--- src/rtl/accel_mmio_ctrl.sv ---
// Register front end for the cipher co-processor: key/data registers, start/ready launch,
// result capture, busy/done/error status and a core watchdog.
module accel_mmio_ctrl #(
  parameter int          KEY_WORDS   = 4,
  parameter int          BLOCK_WORDS = 4,
  parameter int          TIMEOUT_CYC = 1024,
  parameter logic [31:0] BASE_ADDR   = 32'h0
) (
  input  logic                     clk,
  input  logic                     rst_n,
  input  logic [31:0]              addr_i,
  input  logic                     wr_en_i,
  input  logic                     select_i,
  input  logic [31:0]              data_i,
  output logic [31:0]              data_o,
  output logic                     core_start_o,
  input  logic                     core_ready_i,
  output logic                     core_mode_o,
  output logic [32*KEY_WORDS-1:0]  core_key_o,
  output logic [32*BLOCK_WORDS-1:0] core_din_o,
  input  logic                     core_done_i,
  input  logic [32*BLOCK_WORDS-1:0] core_result_i,
  output logic                     core_abort_o
);
  localparam int            TW       = $clog2(TIMEOUT_CYC);
  localparam logic [TW-1:0] TMO_LAST = TW'(TIMEOUT_CYC - 1);

  typedef enum logic [1:0] {ST_IDLE, ST_ISSUE, ST_WAIT} state_t;

  state_t        r_state;
  logic [TW-1:0] r_timer;
  logic [31:0]   r_key  [KEY_WORDS];
  logic [31:0]   r_din  [BLOCK_WORDS];
  logic [31:0]   r_dout [BLOCK_WORDS];
  logic          r_mode;
  logic          r_start;
  logic          r_abort;
  logic          r_done;
  logic          r_err_tmo;
  logic          r_err_wr;

  logic [29:0] w_word;
  logic [1:0]  w_unused_addr;
  logic        w_wr;
  logic        w_busy;
  logic        w_hit_key;
  logic        w_hit_din;
  logic        w_hit_ctrl;
  logic        w_wr_err;
  logic        w_ack;
  logic        w_go;
  logic [31:0] w_status;

  // Word index relative to the block base; addresses below the base wrap to unmapped.
  assign w_word        = addr_i[31:2] - BASE_ADDR[31:2];
  assign w_unused_addr = addr_i[1:0];

  assign w_wr       = select_i && wr_en_i;
  assign w_busy     = (r_state != ST_IDLE);
  assign w_hit_key  = (w_word < 30'(KEY_WORDS));
  assign w_hit_din  = (w_word >= 30'd4) && (w_word < 30'(4 + BLOCK_WORDS));
  assign w_hit_ctrl = (w_word == 30'd8);
  assign w_wr_err   = w_wr && w_busy && (w_hit_key || w_hit_din || (w_hit_ctrl && data_i[0]));
  assign w_ack      = w_wr && w_hit_ctrl && data_i[2];
  assign w_go       = w_wr && w_hit_ctrl && data_i[0] && !w_busy;
  assign w_status   = {28'd0, r_err_wr, r_err_tmo, r_done, w_busy};

  assign core_start_o = r_start;
  assign core_abort_o = r_abort;
  assign core_mode_o  = r_mode;

  genvar gi;
  generate
    for (gi = 0; gi < KEY_WORDS; gi++) begin : g_key
      assign core_key_o[32*gi +: 32] = r_key[gi];
    end
    for (gi = 0; gi < BLOCK_WORDS; gi++) begin : g_din
      assign core_din_o[32*gi +: 32] = r_din[gi];
    end
  endgenerate

  // Key and input block are frozen while the core owns them.
  always_ff @(posedge clk or negedge rst_n) begin
    if (!rst_n) begin
      for (int k = 0; k < KEY_WORDS; k++) r_key[k] <= '0;
      for (int k = 0; k < BLOCK_WORDS; k++) r_din[k] <= '0;
    end else if (w_wr && !w_busy) begin
      for (int k = 0; k < KEY_WORDS; k++)
        if (w_word == 30'(k)) r_key[k] <= data_i;
      for (int k = 0; k < BLOCK_WORDS; k++)
        if (w_word == 30'(4 + k)) r_din[k] <= data_i;
    end
  end

  always_ff @(posedge clk or negedge rst_n) begin
    if (!rst_n) begin
      r_state   <= ST_IDLE;
      r_timer   <= '0;
      r_mode    <= 1'b0;
      r_start   <= 1'b0;
      r_abort   <= 1'b0;
      r_done    <= 1'b0;
      r_err_tmo <= 1'b0;
      r_err_wr  <= 1'b0;
      for (int k = 0; k < BLOCK_WORDS; k++) r_dout[k] <= '0;
    end else begin
      r_abort <= 1'b0;
      // ACK is applied before any error raised by the same write.
      if (w_ack) begin
        r_done    <= 1'b0;
        r_err_tmo <= 1'b0;
        r_err_wr  <= 1'b0;
      end
      if (w_wr_err) r_err_wr <= 1'b1;

      case (r_state)
        ST_IDLE: begin
          if (w_go) begin
            r_state   <= ST_ISSUE;
            r_mode    <= data_i[1];
            r_start   <= 1'b1;
            r_done    <= 1'b0;
            r_err_tmo <= 1'b0;
            r_err_wr  <= 1'b0;
          end
        end
        ST_ISSUE: begin
          if (core_ready_i) begin
            r_start <= 1'b0;
            r_timer <= '0;
            r_state <= ST_WAIT;
          end
        end
        ST_WAIT: begin
          if (core_done_i) begin
            for (int k = 0; k < BLOCK_WORDS; k++) r_dout[k] <= core_result_i[32*k +: 32];
            r_done  <= 1'b1;
            r_state <= ST_IDLE;
          end else if (r_timer == TMO_LAST) begin
            r_abort   <= 1'b1;
            r_err_tmo <= 1'b1;
            r_state   <= ST_IDLE;
          end else begin
            r_timer <= r_timer + TW'(1);
          end
        end
        default: r_state <= ST_IDLE;
      endcase
    end
  end

  always_comb begin
    data_o = 32'd0;
    if (select_i && !wr_en_i) begin
      for (int k = 0; k < KEY_WORDS; k++)
        if (w_word == 30'(k)) data_o = r_key[k];
      for (int k = 0; k < BLOCK_WORDS; k++)
        if (w_word == 30'(4 + k)) data_o = r_din[k];
      if (w_word == 30'd9) data_o = w_status;
      for (int k = 0; k < BLOCK_WORDS; k++)
        if (w_word == 30'(12 + k)) data_o = r_dout[k];
    end
  end
endmodule
--- config.mk ---
export PLATFORM = sky130hd
export DESIGN_NAME = accel_mmio_ctrl
export DESIGN_NICKNAME = d
export VERILOG_FILES = /design/src/rtl/accel_mmio_ctrl.sv
export SDC_FILE = /design/constraint.sdc
export NUM_CORES = 1
export LEC_CHECK = 0
export BUFFER_PORTS_ARGS = -buffer_cell sky130_fd_sc_hd__buf_2
export CAP_MARGIN = 15
export CORE_MARGIN = 1.5
export CORE_UTILIZATION = 45
export CTS_CLUSTER_DIAMETER = 60
export CTS_CLUSTER_SIZE = 14
export DETAILED_ROUTE_END_ITERATION = 8
export HOLD_SLACK_MARGIN = 0.15
export PLACE_DENSITY_LB_ADDON = 0.05
export SLEW_MARGIN = 20
export SYNTH_ARGS = -nofsm -noshare
export SYNTH_HDL_FRONTEND = slang
export SYNTH_SLANG_ARGS = --single-unit
--- constraint.sdc ---
create_clock -name clk -period 6.3 [get_ports clk]
set_clock_uncertainty 0.2 [all_clocks]
set_input_delay 1.26 -clock clk [delete_from_list [all_inputs] [get_ports clk]]
set_output_delay 1.26 -clock clk [all_outputs]
set_load 0.005 [all_outputs]
==> Word-level counts from Yosys, hierarchy flattened <==
Index checks and enable logic that the tools add are counted.
Widths: inputs -> output; s select.
{ "word_totals": {"regBits": 402, "input_bits": 198, "out_inout_bits": 291, "elab_cells": 120} }
{ "op_classes": {"addsub": 1, "order_cmp": 3, "eq_ne": 21, "mux": 42, "n_reduce_logical": 33} }
{ "ops": {"columns": ["cell", "n"], "rows": [
  ["$mux 32", 14],
  ["$eq 30x4->1 const B", 6],
  ["$eq 30x3->1 const B", 4],
  ["$eq 30x2->1 const B", 2],
  ["$eq 30x1->1 const B", 1],
  ["$ge 30x3->1 const B", 1],
  ["$logic_not 30->1", 1],
  ["$lt 30x3->1 const B", 1],
  ["$lt 30x4->1 const B", 1],
  ["$mux 10", 3],
  ["$pmux 10 s2", 1],
  ["$reduce_and 2->1", 10],
  ["$mux 1", 16],
  ["$logic_and 1x1->1", 11],
  ["$add 10x1->10 const B", 1],
  ["$eq 10x10->1 const B", 1],
  ["$mux 2", 4],
  ["$ne 2x2->1 const B", 4],
  ["$pmux 1 s2", 3],
  ["$pmux 2 s3", 1],
  ["$reduce_and 3->1", 2],
  ["$reduce_bool 2->1", 3],
  ["$reduce_and 4->1", 1],
  ["$ne 3x3->1 const B", 1],
  ["other kinds (5)", 7]
]} }

==> Logic depth before layout (Yosys ltp) <==
{ "logic_depth": {"word_depth": 15, "mapped_depth": 11, "depth_no_buf": 8} }

==> Worst setup path before layout <==
No wires, ideal clock.
{ "synth_path": {"path_type": "input -> output", "start": "input port addr_i[9]", "end": "output port data_o[12]", "arrival_time_ns": 3.160, "required_ns": 4.840, "setup_slack_ns": 1.680, "stages": 7, "path_buffers": 1, "cell_sequence": "or4_1 nor4_2 and2_1 clkbuf_1 a21oi_1 a211o_1 a21oi_1"} }
{ "synth_via": {"elab_chain_len": 15, "elab_cells_between_ends": 27, "classes_between": "12 x eq/ne; 14 x mux; 1 x reduce/logical"} }
{ "synth_lines": {"columns": ["item", "line_no", "text"], "rows": [
  ["from (decl)", "11", "input logic [31:0] addr_i,"],
  ["$logic_not 30->1", "156", "if (w_word == 30'(k)) data_o = r_key[k];"],
  ["$mux 32 (4 in series)", "156", null],
  ["$mux 32 (4 in series)", "158", "if (w_word == 30'(4 + k)) data_o = r_din[k];"],
  ["$mux 32", "159", "if (w_word == 30'd9) data_o = w_status;"],
  ["$mux 32 (3 in series)", "161", "if (w_word == 30'(12 + k)) data_o = r_dout[k];"],
  ["$mux 32 (*)", "161", null],
  ["$mux 32 (*)", "154", "if (select_i && !wr_en_i) begin"],
  ["to (decl)", "15", "output logic [31:0] data_o,"]
]} }
Mark *: on every way between the ends. The rest lies on a longest branch, timed or not.

==> Worst setup path after layout <==
{ "layout_path": {"start": "input port addr_i[14]", "end": "output port data_o[0]"} }
Same word-level chain as after synthesis.

==> key figures <==
Outcome
  – Status: complete, no violations

Floorplanning
  – Die width: 209 µm
  – Die span in y: 209 µm
  – Ports: 489
  – Core Box Area: 41900 µm²
  – Die footprint: 43600 µm²
  – Initial Utilization: a little under half
  – Site Rows: 75

Timing
  – Fmax: between 0.15 and 0.2 GHz
  – Final cycle utilization of the critical path: about nine tenths
  – Slew Viols, Final: 0
  – Slew at the pin closest to its max-slew limit: roughly 1.1 ns
  – Final setup viols: 0
  – Final WS setup: 0.661 ns
  – Rel. slew slack: between 20% and 30%
  – RSZ-0062 raised after global routing: no
  – Tmin final: 5.64 ns
  – Final Hold Viols: 0
  – Setup TNS Final: 0 ns

GRT
  – Gr usage total: 30.8%
  – Gr ovfl total: 0
  – Largest net degree at the start of global routing: 109
  – First-pass GRT wire length: between 90000 and 100000 µm
  – Initial antenna violation count: 7
  – Vias in the first global route: 15200

Run
  – Max Cap Viol: 0

Yosys
  – Most numerous cell in the Yosys netlist: dfrtp_1
  – Synth unique cells: 70
  – Register area share after synthesis: 52.8%
  – Share of synthesized registers carrying an async set or reset: 100%
  – Mapped Cells: 1502
  – Main synth FF type: dfrtp_1
  – Synth warn: 0
  – Synth area leader: dfrtp_1
  – Post-Syn Nets: 1701
  – Synth top area share: between 50 and 60%
  – Synthesized area: 19000 µm²
  – Synth top area cells: dfrtp_1 53%, mux2_2 21%, mux2_1 2.9%
  – List of most frequent post-synthesis cells: 402 x dfrtp_1, 348 x mux2_2, 96 x nor2_1
  – Count of state elements after synthesis: 402
  – Synthesized area per cell: 12.7 µm²
  – Post-synth EDFFs: 0

CTS
  – CTS root buf: clkbuf_16
  – Num CTS Buffers: 40
  – Clock transition at path regs: 0.06 ns
  – CTS tree: built
  – Post_cts resized: 0
  – Clk_lat worst skew: 0.56 ns
  – CTS Hold Bufs: 0
  – CTS Buffer Depth: 3
  – Post-CTS Setup Repair Bufs: 0
  – CTS Sinks: 402
  – Htree depth: 2

Worst setup path
  – CP max stage delay: 0.68 ns
  – Arr. time, crit path: 4.18 ns
  – CP delay by family, top: simple AND/OR/NAND/NOR gates
  – Required time of the critical path: around 4.8 ns
  – CP max FO: 13
  – Cell Chain, Critical Path: buf_2 > nor4_1 > and4_1 > nand4_1 > inv_1 > a21boi_0 > a211oi_1 > buf_2
  – Type of the worst setup path: input pin to primary output
  – Most frequent cell on the critical path: buf_2
  – Worst setup SP type: input pin
  – Critical path endpoint category: primary output
  – CP Buf/Inv Count: 3
  – Crit-path slowest cell: nand4_1

Final layout
  – Layout cells sized above 1: 49.6%
  – Register area: 10100 µm²
  – Multi-input logic area: 8570 µm²
  – Final Instance Area: 23500 µm²
  – Area Growth Syn to Fin: 23.6%
  – Final #Nets: 2174
  – Fill count: 3660

Route
  – Post-Route WL: ~67000 µm
  – Drt first-iter violations: about 1000
  – 1st-pass router iterations: 5
  – Routed wire length per instance: 26.6 µm
  – Routed vias/inst: 5.87
  – ANT nets after route: 0
  – Vias: between 10000 and 15000
  – # DRC: 0

Placement
  – Port-buffer cells: 486
  – Placement Cell Area: 22200 µm²
  – Post-DP HPWL: around 49000 µm
  – Dpl ws: 0.737 ns
  – RePlAce Congestion: between 0.8 and 0.9

Pwr
  – Power Dens Cells: 228 nW/µm²
  – VDD IR max: 0.152 mV
  – Leakage: 12.4 nW

Min path
  – Worst Hold Class: register to register
[layout make-up]
| type | instances | area share (%) |
|---|---|---|
| Multi-Input combinational cell | 989 | 36.4 |
| Tap cell | 539 | 2.86 |
| Sequential cell | 402 | 42.7 |
| Antenna cell | 3 | 0.0319 |
| Clock buffer | 46 | 4.57 |
| Clock inverter | 16 | 1.11 |
| Timing Repair Buffer | 532 | 12.1 |
| Inverter | 10 | 0.159 |
[placed cells by master, fill, tap and decap left out, drive strengths merged, types with 14 or more instances in the layout]
cell type,count
mux2i,20
mux4,22
buf,532
o22ai,30
mux2,397
o211ai,14
nand3,23
a21oi,37
nand2,47
nand2b,31
a22oi,19
o21ai,64
clkbuf,46
a221o,15
dfrtp,402
nor2,99
[metal layers]
| layer | vias to the layer above | wire [µm] | global-route usage (%) |
|---|---|---|---|
| li1 | 6577 | - | - |
| met1 | 7647 | 26300 | 37.2 |
| met2 | 531 | 34400 | 53.9 |
| met3 | 115 | 4780 | 7.59 |
| met4 | 10 | 1900 | 10.1 |
| met5 | - | 57 | 0 |
[worst paths after layout]
| check | from | end | slack, ns | depth (start not counted) |
|---|---|---|---|---|
| max | addr_i[14] | data_o[0] | 0.66 | 8 |
| min | core_start_o$_DFFE_PN0P_ | core_start_o$_DFFE_PN0P_ | 0.30 | 1 |
| min in group asynchronous | rst_n | core_key_o[38]$_DFFE_PN0P_ | 0.50 | 1 |
| max reg2reg | r_state[0]$_DFFE_PN0P_ | core_key_o[76]$_DFFE_PN0P_ | 2.95 | 5 |
| max in group asynchronous | rst_n | core_key_o[28]$_DFFE_PN0P_ | 4.14 | 2 |
| min reg2reg | core_start_o$_DFFE_PN0P_ | core_start_o$_DFFE_PN0P_ | 0.30 | 1 |
[through the flow]
step	total power, mW	utilization [%]	instances	hold slack (ns)
finish	5.37	56.3	2537	0.297
global route	5.54	56.2	2536	0.315
CTS	5.42	56.2	2534	0.295
detailed placement	2.90	53.0	2472	0.281
global placement	2.90	53.0	2472	0.273
floorplan	2.71	-	1502	0.271
[flip-flops by register name, summed over array words and instances, names as in the netlist, 2 cells and up]
signal,cells
core_din_o,128
core_key_o,128
r_dout,128
r_timer,10
r_state,2
[cell families (layout without fill, tap and decap cells)]
kind of cell,count (synthesis),in the layout,share of synthesized area [%]
multiplexers,439,439,27.1
AND/OR/NAND/NOR,276,276,7.45
other,0,3,0
buffers and inverters,111,604,2.47
AO/OA/AOI/OAI,270,270,9.94
flip-flops,402,402,52.8
adder cells (fa/ha/maj),1,1,0.0657
XOR/XNOR,3,3,0.138
[where the power goes]
group | switching (mW) | total [mW] | internal, mW
Clock | 1.05 | 2.52 | 1.47
Combinational | 0.182 | 0.268 | 0.0856
Sequential | 0.000162 | 2.58 | 2.58
Total | 1.24 | 5.37 | 4.13
Note: power is estimated with default switching activity, not from simulation.
